`config.mk`:
```
export PLATFORM = sky130hd
export DESIGN_NAME = sram_axil_bridge
export DESIGN_NICKNAME = d
export VERILOG_FILES = /design/src/rtl/sram_axil_bridge_pkg.sv /design/src/rtl/sram_axil_bridge.sv
export SDC_FILE = /design/constraint.sdc
export NUM_CORES = 1
export LEC_CHECK = 0
export CAP_MARGIN = 15
export CORE_MARGIN = 2
export CORE_UTILIZATION = 30
export CTS_CLUSTER_DIAMETER = 120
export CTS_CLUSTER_SIZE = 40
export DETAILED_ROUTE_END_ITERATION = 10
export DONT_BUFFER_PORTS = 1
export MAX_ROUTING_LAYER = met4
export SYNTH_ARGS = -nofsm -noshare
export SYNTH_HDL_FRONTEND = slang
export SYNTH_SLANG_ARGS = --single-unit
export TNS_END_PERCENT = 10
```
`constraint.sdc`:
```
create_clock -name clk -period 3.15 [get_ports clk]
set_clock_uncertainty 0.15 [all_clocks]
set_input_delay 0.7875 -clock clk [delete_from_list [all_inputs] [get_ports clk]]
set_output_delay 0.7875 -clock clk [all_outputs]
set_load 0.005 [all_outputs]
```
`src/rtl/sram_axil_bridge_pkg.sv`:
```
// Shared encodings for the SRAM-port to AXI4-Lite bridge.
// FSM states, AXI response codes and default size/prot values.
package sram_axil_bridge_pkg;

    typedef enum logic [2:0] {
        ST_IDLE    = 3'd0,
        ST_RD_ADDR = 3'd1,
        ST_RD_DATA = 3'd2,
        ST_WR      = 3'd3,
        ST_WR_RESP = 3'd4,
        ST_DONE    = 3'd5
    } state_t;

    localparam logic [1:0] AXI_RESP_OKAY   = 2'b00;
    localparam logic [1:0] AXI_RESP_EXOKAY = 2'b01;
    localparam logic [1:0] AXI_RESP_SLVERR = 2'b10;
    localparam logic [1:0] AXI_RESP_DECERR = 2'b11;

    localparam logic [2:0] AXI_SIZE_WORD    = 3'b010;
    localparam logic [2:0] AXI_PROT_DEFAULT = 3'b000;

endpackage

```
`src/rtl/sram_axil_bridge.sv`:
```
// SRAM-like core port to single-beat AXI4-Lite master, one outstanding txn.
// Optional bus_err output enabled by defining SRAM_AXIL_BUS_ERR_EN.
module sram_axil_bridge
    import sram_axil_bridge_pkg::*;
#(
    parameter int ADDR_W = 32,
    parameter int DATA_W = 32
) (
    input  logic                  clk,
    input  logic                  resetn,

    input  logic                  sram_en,
    input  logic [DATA_W/8-1:0]   sram_wen,
    input  logic [ADDR_W-1:0]     sram_addr,
    input  logic [DATA_W-1:0]     sram_wdata,
    output logic [DATA_W-1:0]     sram_rdata,
    output logic                  sram_stall,
    input  logic                  longest_stall,

    output logic [ADDR_W-1:0]     araddr,
    output logic                  arvalid,
    input  logic                  arready,

    input  logic [DATA_W-1:0]     rdata,
    input  logic [1:0]            rresp,
    input  logic                  rvalid,
    output logic                  rready,

    output logic [ADDR_W-1:0]     awaddr,
    output logic                  awvalid,
    input  logic                  awready,

    output logic [DATA_W-1:0]     wdata,
    output logic [DATA_W/8-1:0]   wstrb,
    output logic                  wvalid,
    input  logic                  wready,

    input  logic [1:0]            bresp,
    input  logic                  bvalid,
    output logic                  bready
`ifdef SRAM_AXIL_BUS_ERR_EN
    ,
    output logic                  bus_err
`endif
);

    localparam int STRB_W = DATA_W / 8;

    state_t              r_state;
    state_t              w_next;

    logic [ADDR_W-1:0]   r_addr;
    logic [DATA_W-1:0]   r_wdata;
    logic [STRB_W-1:0]   r_wstrb;
    logic [DATA_W-1:0]   r_rdata;
    logic                r_aw_done;
    logic                r_w_done;

    logic                w_req;
    logic                w_is_wr;
    logic                w_ar_hs;
    logic                w_r_hs;
    logic                w_aw_hs;
    logic                w_w_hs;
    logic                w_b_hs;
    logic                w_aw_fin;
    logic                w_w_fin;

    assign w_req   = (r_state == ST_IDLE) && sram_en;
    assign w_is_wr = |sram_wen;

    assign w_ar_hs = arvalid && arready;
    assign w_r_hs  = rready && rvalid;
    assign w_aw_hs = awvalid && awready;
    assign w_w_hs  = wvalid && wready;
    assign w_b_hs  = bready && bvalid;

    // A channel counts as finished if it completed earlier or completes now.
    assign w_aw_fin = r_aw_done || w_aw_hs;
    assign w_w_fin  = r_w_done || w_w_hs;

    always_comb begin
        w_next     = r_state;
        arvalid    = 1'b0;
        rready     = 1'b0;
        awvalid    = 1'b0;
        wvalid     = 1'b0;
        bready     = 1'b0;
        sram_stall = 1'b0;
        unique case (r_state)
            ST_IDLE: begin
                sram_stall = sram_en;
                if (sram_en) begin
                    w_next = w_is_wr ? ST_WR : ST_RD_ADDR;
                end
            end
            ST_RD_ADDR: begin
                sram_stall = 1'b1;
                arvalid    = 1'b1;
                if (arready) begin
                    w_next = ST_RD_DATA;
                end
            end
            ST_RD_DATA: begin
                sram_stall = 1'b1;
                rready     = 1'b1;
                if (rvalid) begin
                    w_next = ST_DONE;
                end
            end
            ST_WR: begin
                sram_stall = 1'b1;
                awvalid    = !r_aw_done;
                wvalid     = !r_w_done;
                if (w_aw_fin && w_w_fin) begin
                    w_next = ST_WR_RESP;
                end
            end
            ST_WR_RESP: begin
                sram_stall = 1'b1;
                bready     = 1'b1;
                if (bvalid) begin
                    w_next = ST_DONE;
                end
            end
            ST_DONE: begin
                if (!longest_stall) begin
                    w_next = ST_IDLE;
                end
            end
            default: begin
                w_next = ST_IDLE;
            end
        endcase
    end

    always_ff @(posedge clk) begin
        if (!resetn) begin
            r_state   <= ST_IDLE;
            r_addr    <= '0;
            r_wdata   <= '0;
            r_wstrb   <= '0;
            r_rdata   <= '0;
            r_aw_done <= 1'b0;
            r_w_done  <= 1'b0;
        end else begin
            r_state <= w_next;
            if (w_req) begin
                r_addr    <= sram_addr;
                r_aw_done <= 1'b0;
                r_w_done  <= 1'b0;
                if (w_is_wr) begin
                    r_wdata <= sram_wdata;
                    r_wstrb <= sram_wen;
                end
            end
            if (w_aw_hs) begin
                r_aw_done <= 1'b1;
            end
            if (w_w_hs) begin
                r_w_done <= 1'b1;
            end
            if (w_r_hs) begin
                r_rdata <= rdata;
            end
        end
    end

    assign araddr     = r_addr;
    assign awaddr     = r_addr;
    assign wdata      = r_wdata;
    assign wstrb      = r_wstrb;
    assign sram_rdata = r_rdata;

`ifdef SRAM_AXIL_BUS_ERR_EN
    logic r_bus_err;

    always_ff @(posedge clk) begin
        if (!resetn) begin
            r_bus_err <= 1'b0;
        end else begin
            r_bus_err <= (w_r_hs && (rresp != AXI_RESP_OKAY))
                      || (w_b_hs && (bresp != AXI_RESP_OKAY));
        end
    end

    assign bus_err = r_bus_err;
`else
    // Response codes are deliberately ignored in this build.
    logic w_unused_resp;
    assign w_unused_resp = ^{rresp, bresp};
`endif

endmodule

```
Yosys cells after proc, flatten, opt, wreduce, memory -nomap -nowiden
Cells that the tools add are included.
{"block": "word_totals", "output_inout_bits": 138, "regBits": 105, "inputBits": 113, "elab_cells": 51}
{"block": "op_classes", "n_reduce_logical": 16, "n_mux": 17, "n_eq_ne": 11}
{"op": "$mux W3", "count": 6}
{"op": "$pmux W3 S6", "count": 1}
{"op": "$ne A2 B2 Y1 const B", "count": 6}
{"op": "$mux W1", "count": 8}
{"op": "$reduce_or A4 Y1", "count": 2}
{"op": "$eq A3 B2 Y1 const B", "count": 2}
{"op": "$eq A3 B3 Y1 const B", "count": 2}
{"op": "$reduce_and A6 Y1", "count": 1}
{"op": "$logic_and A1 B1 Y1", "count": 5}
{"op": "$reduce_bool A2 Y1", "count": 2}
{"op": "$eq A3 B1 Y1 const B", "count": 1}
{"op": "$logic_not A3 Y1", "count": 1}
{"op": "$logic_not A1 Y1", "count": 2}
{"op": "$logic_or A1 B1 Y1", "count": 2}
{"op": "$mux W2", "count": 1}
{"op": "$pmux W1 S2", "count": 1}
{"op": "$reduce_and A2 Y1", "count": 1}

Logic depth before layout (Yosys ltp)
{"block": "depth", "ltp_word": 7, "ltp_mapped": 7, "ltp_nobuf": 4}

Worst setup path after synthesis
OpenSTA, ideal clock, no wires.
{"block": "synth_path", "path_type": "input-to-reg", "from": "input sram_wen[3]", "to": "register r_wdata[24], in the netlist wdata[24]", "n_path_buf": 2, "setup_time_ps": 70, "path_stages": 6, "required_time_ps": 2930, "arrival_ps": 1861, "slack_ps": 1069, "cell_sequence": "nor4_4 > nand2b_1 > buf_2 > buf_2 > nand2_1 > a21oi_1"}
{"block": "synth_via", "elab_chain_cells": 2}
{"element": "from (decl)", "line": "sram_axil_bridge.sv:13", "text": "input logic [DATA_W/8-1:0] sram_wen,"}
{"element": "$reduce_or A4 Y1", "line": "sram_axil_bridge.sv:70", "text": "assign w_is_wr = |sram_wen;"}
{"element": "$reduce_and A2 Y1 (no line)"}
{"element": "to (signal assigned)", "line": "sram_axil_bridge.sv:153", "text": "r_wdata <= sram_wdata;"}
{"element": "to (decl)", "line": "sram_axil_bridge.sv:53", "text": "logic [DATA_W-1:0] r_wdata;"}
Every way passes these cells.
A chain may end at the register's enable or synchronous reset.

Worst setup path in the final report
{"block": "layout_path", "from": "register r_state[1]", "to": "output sram_stall"}
{"block": "layout_via", "elab_chain_cells": 3, "elab_cells_between_ends": 7, "cone_classes": "eq/ne: 4; mux: 1; reduce/logical: 2"}
{"element": "from (decl)", "line": "sram_axil_bridge.sv:49", "text": "state_t r_state;"}
{"element": "from (signal assigned)", "line": "sram_axil_bridge.sv:147", "text": "r_state <= w_next;"}
{"element": "$eq A3 B3 Y1, or another cell as far along", "line": "sram_axil_bridge.sv:90", "text": "unique case (r_state)"}
{"element": "$reduce_or A4 Y1 (no line)"}
{"element": "$pmux W1 S2 *", "line": "sram_axil_bridge.sv:90"}
{"element": "to (decl)", "line": "sram_axil_bridge.sv:17", "text": "output logic sram_stall,"}
Mark *: on every way between the ends. The rest lies on a longest branch, timed or not.

==> results.md <==
| Stage | Parameter | Reported |
|:---|:---|:---|
| timing | Timing-limited maximum frequency | 0.4131 GHz |
| grt | Initial antenna violation count | 0 |
| critical path | Arrival time at the worst endpoint | 1480 ps |
| final layout | Post-route non-filler standard cell count | 644 |
| critical path | Critical path data required time | 2210 ps |
| job | MaxCap Viol Count | 0 |
| place | Worst Setup Slack post-DPL | 857.9 ps |
| floorplan | Number of cell rows | 42 |
| clock network | CTS tree | built |
| clock network | Root Buffer Master | sky130_fd_sc_hd__clkbuf_16 |
| place | Weighted congestion at the end of routability-driven global placement | 0.6937 |
| grt | First-pass GRT wire length | 15.12 mm |
| place | Half-perimeter wire length of the detailed placement result | 7.162 mm |
| critical path | Nature of the critical path endpoint | primary output |
| timing | Worst Tran Pin Value | 627.8 ps |
| clock network | Num CTS Buffers | 9 |
| final layout | Area growth from synthesis to final layout | 3.940% |
| clock network | Quantity of gates resized following cts | 0 |
| critical path | R2R setup slack | 1060 ps |
| worst hold path | Endpoint with the worst hold slack | wdata[14]$_SDFFE_PN0P_ |
| synthesis | Synthesized net count | 626 |
| synthesis | #FFs+latches synth | 105 |
| timing | Min Tclk post-route | 2421 ps |
| synthesis | Mapped Avg Cell Area | 7.924 sq um |
| floorplan | Effective utilization at floorplan | 30.70% |
| clock network | Later-pin clock latency in the skew report | 350 ps |
| critical path | Crit Path Class | flip-flop to primary output |
| routing | Antenna viol nets, final | 0 |
| floorplan | Area inside the core boundary | 13,240 sq um |
| final layout | Antenna diode count | 0 |
| floorplan | Die height | 120.4 microns |
| grt | GR Overflow Total | 0 |
| clock network | Clock buffer depth | 2 |
| timing | Final worst path period share | 76.84% |
| timing | Final setup slack of the worst path | 729.4 ps |
| routing | Sum of routed wire length over all layers | 9.985 mm |
| pwr | Maximum vdd ir drop | 0.3009 mV |
| worst hold path | Hold Path Origin | wdata[14]$_SDFFE_PN0P_ |
| synthesis | Synthesized netlist cell count | 513 |
| synthesis | Cell area after synthesis | 4065 sq um |
| final layout | Net count reported at finish | 576 |
| critical path | Origin of the critical flop-to-flop path | r_state[2]$_SDFFE_PN0P_ |
| pwr | Leak Pwr | 1.458 nW |
| place | Number of buffers inserted by port buffering | 0 |
| pwr | Cell area power density | 881.3 nW/um^2 |
| routing | DRT Pass-1 Iters | 4 |
| critical path | Critical R2R Capture | wdata[0]$_SDFFE_PN0P_ |
| floorplan | Die W | 120.4 microns |
| worst hold path | Type of the worst min-delay path | flip-flop to flip-flop |
| synthesis | Fraction of the yosys area taken by sequential cells | 51.71% |
| critical path | Startpoint kind of the worst setup timing path | flip-flop |
| final layout | Share of final-layout standard cells stronger than drive strength 1 | 5.769% |
| timing | Final-layout setup total negative slack | 0 ps |
| routing | Avg WL per Cell | 15.50 microns |
| run status | Status | completed |
| clock network | Clock slew seen by the registers of the worst setup and hold paths | 70 ps |
| timing | Max-slew headroom | 58.03% |
| timing | Setup repair after global routing missed its margin | false |
| clock network | Hold_buf cts | 0 |
| routing | Count of unresolved DRC violations after routing | 0 |
| clock network | Number of clock sinks seen by CTS | 105 |
| critical path | Length in cells of the worst reg-to-reg path | 4 |
| routing | Mean number of vias per cell | 4.851 |
| grt | Number of global-route vias before repair | 3,050 |
| grt | GR Util All Layers | 13.86% |
| timing | Number of endpoints failing setup at the final stage | 0 |
| routing | DRT iter0 DRCs | 116 |
| timing | Final Hold Viols | 0 |
| routing | Via count of the routed design | 3,124 |
| synthesis | Post-synth cell types | 31 |
| clock network | Number of post-CTS setup repair buffers | 0 |
| floorplan | Total Die Area | 14,500 sq um |
| timing | Number of pins with negative max-slew slack in the final report | 0 |
| place | Placed Cells | 628 |
| clock network | Clock H-tree levels | 3 |
| floorplan | I/O Pins | 251 |
| worst hold path | WHS Path Cells | 2 |
| grt | Pin count of the biggest net entering global routing | 64 |
| critical path | Largest fanout on the critical path | 12 |
| final layout | Post-layout utilization of the core | 31.91% |
| synthesis | Ys Warns | 0 |
[metrics by stage]
stage / hold slack (ps) / instance area [sq um] / power [W]
floorplan: 302.7 / 4065 / 0.002603
global placement: 316.1 / 3929 / 0.002614
detailed placement: 318.5 / 3929 / 0.002670
CTS: 328.4 / 4225 / 0.003797
global route: 345.6 / 4225 / 0.003985
finish: 324.3 / 4225 / 0.003724
[synthesized netlist by cell type, drive strengths merged]
master   count  area (sq um)
nand2      202         758.2
dfxtp      105          2102
a21oi      104         520.5
buf         46         336.6
clkbuf      21         78.83
nor2         6         38.79
nand4        3         18.77
nor3         3         15.01
a21o         2         15.01
a22oi        2         15.01
and3         2         12.51
inv          2         7.500
nand2b       2         12.51
a2111o       1         11.26
a211oi       1         7.510
a31oi        1         6.260
clkinv       1         3.750
mux2i        1         10.01
nand3        1         5.000
nand3b       1         7.510
nor3b        1         7.510
nor4         1         21.27
nor4b        1         23.77
o2111ai      1         8.760
o221a        1         11.26
or4b         1         10.01
[placed cells by master, fill, tap and decap left out, drive strengths merged, types with 2 or more instances in the layout]
cell    instances
dfxtp         105
buf             6
nand2b          2
and3            2
nand2         202
clkbuf         10
inv             2
a21o            2
a22oi           2
nor3            3
nand4           3
nor2            6
clkinv          5
a21oi         104
[state kept, by name, summed over array words and instances, names as in the netlist]
register	count
sram_rdata	32
wstrb	4
wdata	32
araddr	32
r_w_done	1
r_aw_done	1
r_state	3
[logic make-up after synthesis]
kind of cell | share of synthesized area (%)
flops | 51.71
buf+inv | 10.50
mux | 0.2462
compound gates | 14.65
simple gates | 22.90
[how the worst max path moves through the flow]
stage / slack, ps / end / start
2_1_floorplan: 1070 / wdata[24]$_SDFFE_PN0P_ / sram_wen[3]
3_3_place_gp: 900 / wdata[5]$_SDFFE_PN0P_ / sram_en
6_report: 730 / sram_stall / r_state[1]$_SDFFE_PN0P_
3_5_place_dp: 860 / wdata[0]$_SDFFE_PN0P_ / sram_en
4_1_cts: 690 / sram_stall / r_state[1]$_SDFFE_PN0P_
5_1_grt: 590 / sram_stall / r_state[1]$_SDFFE_PN0P_
[routing by layer]
metal	vias to the layer above	GRT usage [%]	routed length, microns
met4	0	7.122	265
met1	1416	13.47	3694
met3	21	5.660	1014
met2	159	23.73	5009
met5	-	-	0
li1	1528	-	-
[worst max-delay path, cell delays in order (launching register included)]
cell and delay, ps:
sky130_fd_sc_hd__dfxtp_1 620, sky130_fd_sc_hd__inv_2 130, sky130_fd_sc_hd__nand2_1 130, sky130_fd_sc_hd__nor3_1 50, sky130_fd_sc_hd__a21oi_1 210
[where the power goes]
group	switching, W	internal [W]
clock network	0.000478	0.000632
logic	0.000495	0.000250
registers	0.000282	0.00159
[layout make-up]
cell class / instances / area (sq um)
clock buffers: 10 / 239.0
inverters: 3 / 12.51
multi-input cells: 338 / 1536
fillers: 1408 / 9017
clock inverters: 6 / 57.56
repair buffers: 6 / 57.56
well taps: 176 / 220.2
flip-flops and latches: 105 / 2102
No activity file was read; power rests on OpenSTA's default activity.
